--- config.mk ---
export PLATFORM = sky130hd
export DESIGN_NAME = config_reg_bank
export DESIGN_NICKNAME = d
export VERILOG_FILES = /design/src/rtl/config_reg_bank_pkg.sv /design/src/rtl/config_reg_bank_rd_data_pipe.sv /design/src/rtl/config_reg_bank.sv
export SDC_FILE = /design/constraint.sdc
export NUM_CORES = 1
export LEC_CHECK = 0
export BUFFER_PORTS_ARGS = -buffer_cell sky130_fd_sc_hd__buf_2
export CAP_MARGIN = 25
export CORE_MARGIN = 5
export CORE_UTILIZATION = 45
export DETAILED_ROUTE_END_ITERATION = 12
export SLEW_MARGIN = 40
export SYNTH_ARGS = -nofsm -noshare
export SYNTH_HDL_FRONTEND = slang
export SYNTH_SLANG_ARGS = --single-unit
export TNS_END_PERCENT = 50
--- constraint.sdc ---
create_clock -name i_CLK -period 1.3 [get_ports i_CLK]
set_input_delay 0.065 -clock i_CLK [delete_from_list [all_inputs] [get_ports i_CLK]]
set_output_delay 0.065 -clock i_CLK [all_outputs]
set_load 0.02 [all_outputs]
--- src/rtl/config_reg_bank_pkg.sv ---
// rtl/config_reg_bank_pkg.sv - shared constants and register indices for the configuration register bank
package config_reg_bank_pkg;

  localparam logic [31:0] DEFAULT_RST_VALUES = 32'h2081_0000;
  localparam int RD_LATENCY_MIN = 1;
  localparam int RD_LATENCY_MAX = 2;

  typedef enum int {
    REG_ALU_OPERAND_A = 0,
    REG_ALU_OPERAND_B = 1,
    REG_UART_CONFIG   = 2,
    REG_CLK_DIV_RATIO = 3
  } reg_idx_e;

  function automatic bit rd_latency_legal(input int lat);
    return (lat >= RD_LATENCY_MIN) && (lat <= RD_LATENCY_MAX);
  endfunction

endpackage

--- src/rtl/config_reg_bank_rd_data_pipe.sv ---
// rtl/config_reg_bank_rd_data_pipe.sv - fixed-depth read data/valid/err delay line with synchronous clear
module rd_data_pipe #(
  parameter int WIDTH   = 8,
  parameter int LATENCY = 1
) (
  input  logic             clk,
  input  logic             clr,
  input  logic             in_valid,
  input  logic             in_err,
  input  logic [WIDTH-1:0] in_data,
  output logic             out_valid,
  output logic             out_err,
  output logic [WIDTH-1:0] out_data
);

  logic [LATENCY-1:0]            valid_q, valid_d;
  logic [LATENCY-1:0]            err_q, err_d;
  logic [LATENCY-1:0][WIDTH-1:0] data_q, data_d;

  always_comb begin
    valid_d    = valid_q;
    err_d      = err_q;
    data_d     = data_q;
    valid_d[0] = in_valid;
    err_d[0]   = in_err;
    data_d[0]  = in_data;
    for (int i = 1; i < LATENCY; i++) begin
      valid_d[i] = valid_q[i-1];
      err_d[i]   = err_q[i-1];
      data_d[i]  = data_q[i-1];
    end
  end

  always_ff @(posedge clk) begin
    if (clr) begin
      valid_q <= '0;
      err_q   <= '0;
      data_q  <= '0;
    end else begin
      valid_q <= valid_d;
      err_q   <= err_d;
      data_q  <= data_d;
    end
  end

  assign out_valid = valid_q[LATENCY-1];
  assign out_err   = err_q[LATENCY-1];
  assign out_data  = data_q[LATENCY-1];

endmodule

--- src/rtl/config_reg_bank.sv ---
// rtl/config_reg_bank.sv - parameterised configuration register bank with exported low registers
module config_reg_bank
  import config_reg_bank_pkg::*;
#(
  parameter int                              REG_WIDTH  = 8,
  parameter int                              DEPTH      = 16,
  parameter int                              ADDR_WIDTH = 4,
  parameter int                              NUM_EXPORT = 4,
  parameter logic [NUM_EXPORT*REG_WIDTH-1:0] RST_VALUES = DEFAULT_RST_VALUES,
  parameter int                              RD_LATENCY = 1
) (
  input  logic                            i_CLK,
  input  logic                            i_RST,
  input  logic                            i_WrEn,
  input  logic                            i_RdEn,
  input  logic [ADDR_WIDTH-1:0]           i_Address,
  input  logic [REG_WIDTH-1:0]            i_WrData,
  output logic [REG_WIDTH-1:0]            o_RdData,
  output logic                            o_RdData_Valid,
  output logic                            o_Err,
  output logic [NUM_EXPORT*REG_WIDTH-1:0] o_Export,
  output logic [NUM_EXPORT-1:0]           o_Export_Upd
);

  if (!rd_latency_legal(RD_LATENCY)) begin : g_bad_latency
    $error("config_reg_bank: RD_LATENCY must be 1 or 2");
  end
  if (NUM_EXPORT > DEPTH) begin : g_bad_export
    $error("config_reg_bank: NUM_EXPORT exceeds DEPTH");
  end
  if ((2 ** ADDR_WIDTH) < DEPTH) begin : g_bad_addr
    $error("config_reg_bank: ADDR_WIDTH too narrow for DEPTH");
  end

  // Registers above the exported window reset to zero.
  localparam logic [DEPTH*REG_WIDTH-1:0] RST_IMAGE = (DEPTH*REG_WIDTH)'(RST_VALUES);

  logic [DEPTH-1:0][REG_WIDTH-1:0] regs_q, regs_d;
  logic [NUM_EXPORT-1:0]           upd_q, upd_d;
  logic                            wr_err_q, wr_err_d;
  logic                            in_range, wr_ok;
  logic                            pipe_valid_in, pipe_err_in, pipe_err_out;
  logic [REG_WIDTH-1:0]            pipe_data_in;

  assign in_range = int'(i_Address) < DEPTH;
  assign wr_ok    = i_WrEn && in_range;

  always_comb begin
    regs_d = regs_q;
    if (wr_ok) regs_d[i_Address] = i_WrData;
    for (int k = 0; k < NUM_EXPORT; k++) upd_d[k] = wr_ok && (int'(i_Address) == k);
    wr_err_d = i_WrEn && !in_range;
  end

  // A read colliding with a write is dropped but still reports an error at read latency.
  always_comb begin
    pipe_valid_in = i_RdEn && !i_WrEn;
    pipe_err_in   = i_RdEn && (i_WrEn || !in_range);
    pipe_data_in  = (pipe_valid_in && in_range) ? regs_q[i_Address] : '0;
  end

  always_ff @(posedge i_CLK) begin
    if (i_RST) begin
      regs_q   <= RST_IMAGE;
      upd_q    <= '0;
      wr_err_q <= 1'b0;
    end else begin
      regs_q   <= regs_d;
      upd_q    <= upd_d;
      wr_err_q <= wr_err_d;
    end
  end

  rd_data_pipe #(
    .WIDTH   (REG_WIDTH),
    .LATENCY (RD_LATENCY)
  ) u_rd_data_pipe (
    .clk       (i_CLK),
    .clr       (i_RST),
    .in_valid  (pipe_valid_in),
    .in_err    (pipe_err_in),
    .in_data   (pipe_data_in),
    .out_valid (o_RdData_Valid),
    .out_err   (pipe_err_out),
    .out_data  (o_RdData)
  );

  assign o_Err        = pipe_err_out | wr_err_q;
  assign o_Export     = regs_q[NUM_EXPORT-1:0];
  assign o_Export_Upd = upd_q;

endmodule

* Word level (Yosys, flattened, before mapping)
Cells that the tools add are included.
** Cells by class
- $lt $le $gt $ge :: 2
- Eq/ne operators :: 3
- Muxes and demuxes :: 5
- Bitwise logic cells :: 1
- Reduce and logical (&&, ||, !) cells :: 10
** Operator list (count)
- bitwise mux 128 bit :: 1
- binary-select mux 8 bit (select 4 bit) :: 1
- demux 8 bit (select 4 bit) :: 1
- 2-to-1 mux 8 bit :: 2
- equality test 4 x 3 -> 1 bit (second input constant) :: 2
- logical AND 1 bit :: 7
- < comparator 4 x 5 -> 1 bit (second input constant) :: 1
- equality test 4 x 2 -> 1 bit (second input constant) :: 1
- greater-or-equal comparator 4 x 1 -> 1 bit (second input constant) :: 1
- zero test 4 bit :: 1
- OR reduction 2 bit :: 1
- zero test 1 bit :: 1
- NOT 1 bit :: 1
** Storage, ports and cells
- Flip-flop bits (word level) :: 142
- Output and inout bits :: 46
- Word-level logic and storage cells :: 41

* Depth between registers and ports, before layout
Gate-level depths: netlist (run 1).
- Depth in word-level cells :: 5
- Gate-level depth with buffers :: 6

* Hierarchy
From an unflattened synthesis (run 1), not the netlist that was laid out.
** Unflattened totals
- Cell total of the unflattened synthesis :: 762
- Area, all modules :: 6671.4 µm²
** Modules (own cells, without submodules)
- config_reg_bank :: instances 1, cells each 742, area each 6408.6 µm²
- rd_data_pipe :: instances 1, cells each 20, area each 262.8 µm²

* Worst setup path before layout (run 1)
No wires, ideal clock.
- Path kind :: input to register
- From :: input i_Address[0]
- To :: register u_rd_data_pipe.data_q, in the netlist u_rd_data_pipe.out_data[0]
- Setup time :: 125 ps
- Data arrival time :: 1051 ps
- Required time :: 1175 ps
- Path slack :: 124 ps
- Cell stages on the path :: 5
- Cell sequence :: buf_6 -> buf_6 -> mux4_1 -> nand3_1 -> nand4_1
** Between the ends
- Cells in the longest elaborated chain, start to end :: 2
** Ends and longest elaborated chain
- start, declared :: line config_reg_bank.sv:16 : input logic [ADDR_WIDTH-1:0] i_Address,
- binary-select mux 8 bit (select 4 bit) :: line config_reg_bank.sv:59 : pipe_data_in = (pipe_valid_in && in_range) ? regs_q[i_Address] : '0;
- 2-to-1 mux 8 bit (not written as such) :: line config_reg_bank.sv:59
- end signal, assigned :: line config_reg_bank_rd_data_pipe.sv:42 : data_q <= data_d;
- end, declared :: line config_reg_bank_rd_data_pipe.sv:18 : logic [LATENCY-1:0][WIDTH-1:0] data_q, data_d;
No other way between the ends. The select of a mux whose other input is x is not followed.
A chain may end at the register's enable or synchronous reset.

* Worst setup path in the final report (run 1)
- From :: register regs_q, in the netlist o_Export[10]
- To :: register u_rd_data_pipe.data_q, in the netlist u_rd_data_pipe.out_data[2]
** Between the ends
- Cells in the longest elaborated chain, start to end :: 2
** Ends and longest elaborated chain
- start, declared :: line config_reg_bank.sv:38 : logic [DEPTH-1:0][REG_WIDTH-1:0] regs_q, regs_d;
- start signal, assigned :: line config_reg_bank.sv:68 : regs_q <= regs_d;
- binary-select mux 8 bit (select 4 bit) :: line config_reg_bank.sv:59
- 2-to-1 mux 8 bit (not written as such) :: line config_reg_bank.sv:59
No other way between the ends. The select of a mux whose other input is x is not followed.

==> results of run 1 <==
-- layer usage --
layer,up-vias,routed length (um),GRT usage
met5,-,13,0
met3,35,1460,0.0447
li1,2693,-,-
met4,2,387,0.0920
met2,310,9220,0.375
met1,2869,8450,0.317
-- worst paths after layout --
check / from / endpoint / slack (ns) / cells after the start
max reg2reg: o_Export[10] / u_rd_data_pipe.out_data[2] / 0.07 / 3
min: i_RST / u_rd_data_pipe.out_valid / 0.04 / 3
max: o_Export[10] / u_rd_data_pipe.out_data[2] / 0.07 / 3
min reg2reg: regs_q[98] / regs_q[98] / 0.47 / 2
-- flip-flops by register name, indices dropped and copies added, names as in the netlist --
signal	count
u_rd_data_pipe.out_data	8
o_Export	32
u_rd_data_pipe.out_err	1
o_Export_Upd	4
u_rd_data_pipe.out_valid	1
regs_q	96
-- placed cells by master, fill, tap and decap left out, types with 3 or more instances in the layout --
master                      count
sky130_fd_sc_hd__a211o_1        3
sky130_fd_sc_hd__a21oi_1      125
sky130_fd_sc_hd__and3_1         4
sky130_fd_sc_hd__and3b_1        3
sky130_fd_sc_hd__buf_12        11
sky130_fd_sc_hd__buf_2         60
sky130_fd_sc_hd__buf_4         36
sky130_fd_sc_hd__bufinv_16      4
sky130_fd_sc_hd__clkbuf_1       3
sky130_fd_sc_hd__clkbuf_16     17
sky130_fd_sc_hd__clkbuf_8       3
sky130_fd_sc_hd__clkinv_2       3
sky130_fd_sc_hd__dfxtp_1      142
sky130_fd_sc_hd__mux4_1        10
sky130_fd_sc_hd__mux4_2        22
sky130_fd_sc_hd__nand2_1        3
sky130_fd_sc_hd__nand3_1      158
sky130_fd_sc_hd__nand4_1        8
sky130_fd_sc_hd__o21ai_0      125
-- layout make-up --
type | instances | area share
Clock inverter | 7 | 0.0179
Multi-Input combinational cell | 477 | 0.406
Timing Repair Buffer | 108 | 0.106
Sequential cell | 142 | 0.376
Tap cell | 184 | 0.0305
Clock buffer | 23 | 0.0633
-- critical path: cells and delay by family (launching register included) --
kind	cells	cell delay (ns)
simple gates	2	0.29
mux	1	0.49
flops	1	0.34
-- synth_stat cells --
| master | number |
|---|---|
| sky130_fd_sc_hd__a211o_1 | 3 |
| sky130_fd_sc_hd__a21oi_1 | 125 |
| sky130_fd_sc_hd__and2_1 | 1 |
| sky130_fd_sc_hd__and3_1 | 4 |
| sky130_fd_sc_hd__and3b_1 | 3 |
| sky130_fd_sc_hd__buf_1 | 4 |
| sky130_fd_sc_hd__buf_2 | 17 |
| sky130_fd_sc_hd__buf_4 | 37 |
| sky130_fd_sc_hd__buf_6 | 4 |
| sky130_fd_sc_hd__clkbuf_1 | 65 |
| sky130_fd_sc_hd__clkbuf_2 | 1 |
| sky130_fd_sc_hd__dfxtp_1 | 142 |
| sky130_fd_sc_hd__mux4_1 | 10 |
| sky130_fd_sc_hd__mux4_2 | 22 |
| sky130_fd_sc_hd__nand2_1 | 3 |
| sky130_fd_sc_hd__nand2b_1 | 2 |
| sky130_fd_sc_hd__nand3_1 | 158 |
| sky130_fd_sc_hd__nand3b_1 | 2 |
| sky130_fd_sc_hd__nand4_1 | 8 |
| sky130_fd_sc_hd__nor2_1 | 3 |
| sky130_fd_sc_hd__nor2b_1 | 2 |
| sky130_fd_sc_hd__nor3_1 | 2 |
| sky130_fd_sc_hd__nor3b_2 | 2 |
| sky130_fd_sc_hd__o21ai_0 | 125 |
| sky130_fd_sc_hd__or2_2 | 1 |
| sky130_fd_sc_hd__or3b_1 | 1 |
-- power groups by stage --
stage               Combinational (W)  Sequential [W]  Clock [W]
finish                       0.000840         0.00444    0.00511
global route                 0.000898         0.00444    0.00537
CTS                          0.000831         0.00444    0.00518
detailed placement           0.000828         0.00454          0
global placement             0.000814         0.00453          0
floorplan                    0.000532         0.00453          0
-- what timing repair did --
item,CTS,global route
hold buffers,1,0
buffers inserted,0,0
resized for setup,0,0
endpoints found under the hold margin,1,0
-- cells by family after synthesis --
logic type / Yosys count / synth area share
buffers and inverters: 128 / 0.102
and+or+nand+nor: 192 / 0.154
AOI/OAI and AO/OA: 253 / 0.195
DFF: 142 / 0.433
muxes: 32 / 0.116
-- per-stage QoR --
step	cells	total power, W
after global placement	910	0.00535
after CTS	941	0.0104
final	941	0.0104
after global routing	941	0.0107
after floorplan	747	0.00506
after detailed placement	910	0.00536
==> flow_summary.ini, run 1 <==
[outcome]
status = complete, no violations

[power_and_ir_drop]
seqPwrFrac = 0.427
irDropWorstVdd_mv = 0.935
pwr-share-comb = 0.081
power.net_switching_w = 0.00239
p_int_w = 0.00801
power_density_relative_to_cell_area_nw_per_um2 = 1380
p_sw_frac = 0.229
total_leakage_power_nw = 2.72
share_clk_of_total_power = 0.492

[worst_setup_path]
path_class = flop to flop
timing.critical_path.fanout_max = 3
setup.worst_path.start_class = flop
critical-path-slowest-cell = sky130_fd_sc_hd__mux4_2
critical_path_required_ns = 1.59
cp_slowest_stage_delay_ns = 0.49
worstPathArrival_ns = 1.53
worstPathCellList = mux4_2 -> nand3_1 -> nand4_1
worstSetupEndpointType = flop

[timing]
hold_ws_ns = 0.0386
number_of_failing_setup_endpoints_in_the_final_timing_report = 0
finClkSkew_ns = 0.00508
clock.fmax_ghz = 0.812
min_period_over_period = 0.948
postLayoutSetupSlackWorst_ns = 0.0678
fin_crit_ns = 1.23
finalHoldViolCount = 0
final.setup.tns_ns = 0
tightestPinTransition_ns = 0.625
slew_headroom = 0.583
timing.final.max_slew_violations = 0
rsz_0062_raised_after_global_routing = no

[cells_and_area]
finalCoreUtilization = 0.524
multiInputGateArea_um2 = 3070
final-seq-area_um2 = 2840
layout-drive-gt1-share = 0.214
area_growth_syn_to_layout_pct = 15.1
finish.net_count = 762
final_design_area_no_fill_um2 = 7550
fill_cells = 1281
antenna_diode_count = 0

[global_routing]
antenna_found_initial = 1
first_global_vias = 5591
overflow = 0
maximum_number_of_pins_on_one_net_before_global_route_repair = 134
grt_first_pass_wirelength_mm = 31.1
grt.total_usage = 0.235

[synthesis]
mappedNetlistNets = 763
synth.largest_area_cell = sky130_fd_sc_hd__dfxtp_1
synth_seq_cells = 142
yosys.area.top_type_share = 0.433
mean_instance_size_in_the_synthesized_netlist_um2 = 8.78
ys_top_cells_by_area = sky130_fd_sc_hd__dfxtp_1 43%, sky130_fd_sc_hd__nand3_1 12%, sky130_fd_sc_hd__a21oi_1 9.5%
warnings_synthesis = 0
postSynthCellCount = 747
netlist_area_um2 = 6560
seq_area_frac_synth = 0.433
yosysUniqueCellTypes = 26

[placement]
place_congestion = 0.829
placement_setup_slack_ns = -0.0860
placed_area_um2 = 6930
hpwlAfterDp_mm = 12.2
number_of_port_buffers = 61

[floorplan]
core_region_area_um2 = 14400
floorplan.die.height_um = 131
chipWidth_um = 131
rows = 44
floorplan.die_area_um2 = 17100
boundaryPins = 62
floorplan.initialDensity = 0.455

[detailed_routing]
drtAntennaViolNets = 0
detail_route.iter0.violations = 738
avgRoutedWirePerCell_um = 20.8
via_per_inst = 6.28
remaining_drc_errors = 0
dr_total_vias = 5909
drt_first_pass_iters = 5
totalWireLength_mm = 19.5

[cts]
clkSlewWorstSetupHoldPaths_ns = 0.06
clock_sinks = 142
cts_tree = built
cts-root-to-sink-buffers = 2
cts_root_buf = sky130_fd_sc_hd__clkbuf_16
cts_made_buffers = 17
h-tree-depth = 4
clkLatencyLatePin_ns = 0.42

[flow_run]
drv_cap = 0

[worst_hold_path]
worstHoldPathType = input port to flop
(Power assumes the default switching activity.)
==> inputs of run 2 (changes only) <==
--- a/config.mk
+++ b/config.mk
@@ -5,6 +5,7 @@
 export SDC_FILE = /design/constraint.sdc
 export NUM_CORES = 1
 export LEC_CHECK = 0
+export ABC_AREA = 1
 export BUFFER_PORTS_ARGS = -buffer_cell sky130_fd_sc_hd__buf_2
 export CAP_MARGIN = 25
 export CORE_MARGIN = 5
@@ -14,4 +15,3 @@
 export SYNTH_ARGS = -nofsm -noshare
 export SYNTH_HDL_FRONTEND = slang
 export SYNTH_SLANG_ARGS = --single-unit
-export TNS_END_PERCENT = 50
==> flow_summary.ini, run 2 <==
[floorplan]
core_region_area_um2 = 14400
floorplan.die_area_um2 = 17200
floorplan.die.height_um = 131
floorplan.initialDensity = 0.457
boundaryPins = 62
chipWidth_um = 131
rows = 44

[worst_setup_path]
worstSetupEndpointType = flop
worstPathArrival_ns = 1.52
setup.worst_path.start_class = input port
path_class = input port to flop
critical_path_required_ns = 1.66
timing.critical_path.fanout_max = 5

[synthesis]
synth_common_cells = 347 x sky130_fd_sc_hd__nand2_1, 223 x sky130_fd_sc_hd__nor2_1, 142 x sky130_fd_sc_hd__dfxtp_1
synth.largest_area_cell = sky130_fd_sc_hd__dfxtp_1
synth_most_common_cell = sky130_fd_sc_hd__nand2_1
yosysUniqueCellTypes = 21
warnings_synthesis = 0
ys_top_cells_by_area = sky130_fd_sc_hd__dfxtp_1 43%, sky130_fd_sc_hd__nand2_1 20%, sky130_fd_sc_hd__nor2_1 13%
synth_seq_cells = 142
yosys.area.top_type_share = 0.432
seq_area_frac_synth = 0.432
number_of_enable_flip_flop_cells_after_synthesis = 0
synthFlopType = sky130_fd_sc_hd__dfxtp_1
mean_instance_size_in_the_synthesized_netlist_um2 = 6.53
postSynth.asyncResetShare = 0
netlist_area_um2 = 6590
postSynthCellCount = 1008
mappedNetlistNets = 1024

[detailed_routing]
detailed_routed_wire_length_on_met3_mm = 1.28
met2RoutedLength_mm = 8.97
remaining_drc_errors = 0
avgRoutedWirePerCell_um = 16.0
drtAntennaViolNets = 0
m1WireLength_mm = 9.35
dr_total_vias = 6339
detail_route.iter0.violations = 567
drt_first_pass_iters = 5
totalWireLength_mm = 20.0
via_per_inst = 5.08
highest_layer = met4

[global_routing]
maximum_number_of_pins_on_one_net_before_global_route_repair = 59
grt_first_pass_wirelength_mm = 31.5
first_global_vias = 5632
grt.total_usage = 0.240
antenna_found_initial = 0
overflow = 0

[cts]
clock_sinks = 142
postCtsResizedCells = 0
cts_made_buffers = 17
cts_root_buf = sky130_fd_sc_hd__clkbuf_16
post-cts-setup-buffer-count = 0
h-tree-depth = 4
clkSlewWorstSetupHoldPaths_ns = 0.06
cts-root-to-sink-buffers = 2
cts_hold_repair.buffers = 4
clkLatencyLatePin_ns = 0.42
cts_tree = built

[power_and_ir_drop]
share_clk_of_total_power = 0.501
total_leakage_power_nw = 3.76
power_w = 0.0106
power.net_switching_w = 0.00249
power_density_relative_to_cell_area_nw_per_um2 = 1370
pwr-share-comb = 0.075
seqPwrFrac = 0.424
irDropWorstVdd_mv = 0.951
p_sw_frac = 0.236
p_int_w = 0.00808

[timing]
slew_headroom = 0.630
fin_crit_ns = 1.16
number_of_failing_setup_endpoints_in_the_final_timing_report = 0
min_period_over_period = 0.893
clock.fmax_ghz = 0.861
rsz_0062_raised_after_global_routing = no
timing.final.max_slew_violations = 0
final.setup.tns_ns = 0
finalHoldViolCount = 0
tightestPinTransition_ns = 0.556
finClkSkew_ns = 0.00807

[cells_and_area]
flip_flop_count_of_the_largest_register_after_layout = 96
area_growth_syn_to_layout_pct = 17.4
final_cell_mix = 347 x sky130_fd_sc_hd__nand2_1, 223 x sky130_fd_sc_hd__nor2_1, 142 x sky130_fd_sc_hd__dfxtp_1, 112 x sky130_fd_sc_hd__o21ai_0, 61 x sky130_fd_sc_hd__buf_2
layout-drive-gt1-share = 0.162
layout_commonest_cell = sky130_fd_sc_hd__nand2_1
finish.net_count = 1068
antenna_diode_count = 0
fin_cells = 1249
max_flop_register = regs_q
fill_cells = 1481

[placement]
number_of_port_buffers = 61
hpwlAfterDp_mm = 13.1
placed_cells_incl_taps = 1213
place_congestion = 0.818

[worst_hold_path]
worstHoldPathType = input port to flop

[outcome]
status = complete, no violations

[flow_run]
drv_cap = 0
[run 2: path summary, 6_finish.rpt]
check	startpoint	to	slack, ns	cells after the start
worst max-delay path	i_RST	u_rd_data_pipe.out_err	0.14	4
worst min-delay path	i_WrData[7]	regs_q[103]	0.05	3
worst min register to register	regs_q[65]	regs_q[65]	0.45	2
worst max register to register	regs_q[53]	u_rd_data_pipe.out_data[5]	0.30	8
[run 2: final cells by class]
class	count	area, um^2	area share
multi-input combinational	752	3150	0.407
tap	184	230	0.0298
sequential	142	2840	0.368
timing repair buffer	106	741	0.0958
inverter	33	124	0.0160
clock buffer	22	484	0.0627
clock inverter	10	159	0.0206
[run 2: routing by layer]
metal | up-vias | GRT usage
li1 | 3196 | -
met1 | 2879 | 0.340
met2 | 236 | 0.369
met5 | - | 0
met4 | 0 | 0.0744
met3 | 28 | 0.0476
[run 2: critical path: stages]
cell	delay, ns
sky130_fd_sc_hd__dlygate4sd3_1	0.54
sky130_fd_sc_hd__buf_2	0.17
sky130_fd_sc_hd__nor3_1	0.18
sky130_fd_sc_hd__dlygate4sd3_1	0.56
[run 2: kinds of logic (layout without fill, tap and decap cells)]
| kind of cell | after synthesis | count (layout) | share of synthesized area |
|---|---|---|---|
| compound gates | 139 | 139 | 0.106 |
| simple gates | 613 | 613 | 0.372 |
| buf+inv | 114 | 171 | 0.0903 |
| flops | 142 | 142 | 0.432 |
[run 2: through the flow]
stage | worst slack (ns) | hold WS (ns) | cell area [um^2] | utilization
floorplan | 0.250 | 0.134 | 6590 | -
global placement | 0.0456 | 0.312 | 7050 | 0.488
detailed placement | 0.00746 | 0.315 | 7050 | 0.488
CTS | 0.151 | 0.0277 | 7730 | 0.536
global route | 0.0808 | 0.0382 | 7730 | 0.536
finish | 0.139 | 0.0482 | 7730 | 0.536
[run 2: power by group through the flow]
stage	Clock (W)	Combinational, W	Sequential, W
floorplan	0	0.000477	0.00457
global placement	0	0.000776	0.00458
detailed placement	0	0.000780	0.00458
CTS	0.00536	0.000792	0.00448
global route	0.00555	0.000866	0.00449
finish	0.00529	0.000795	0.00449
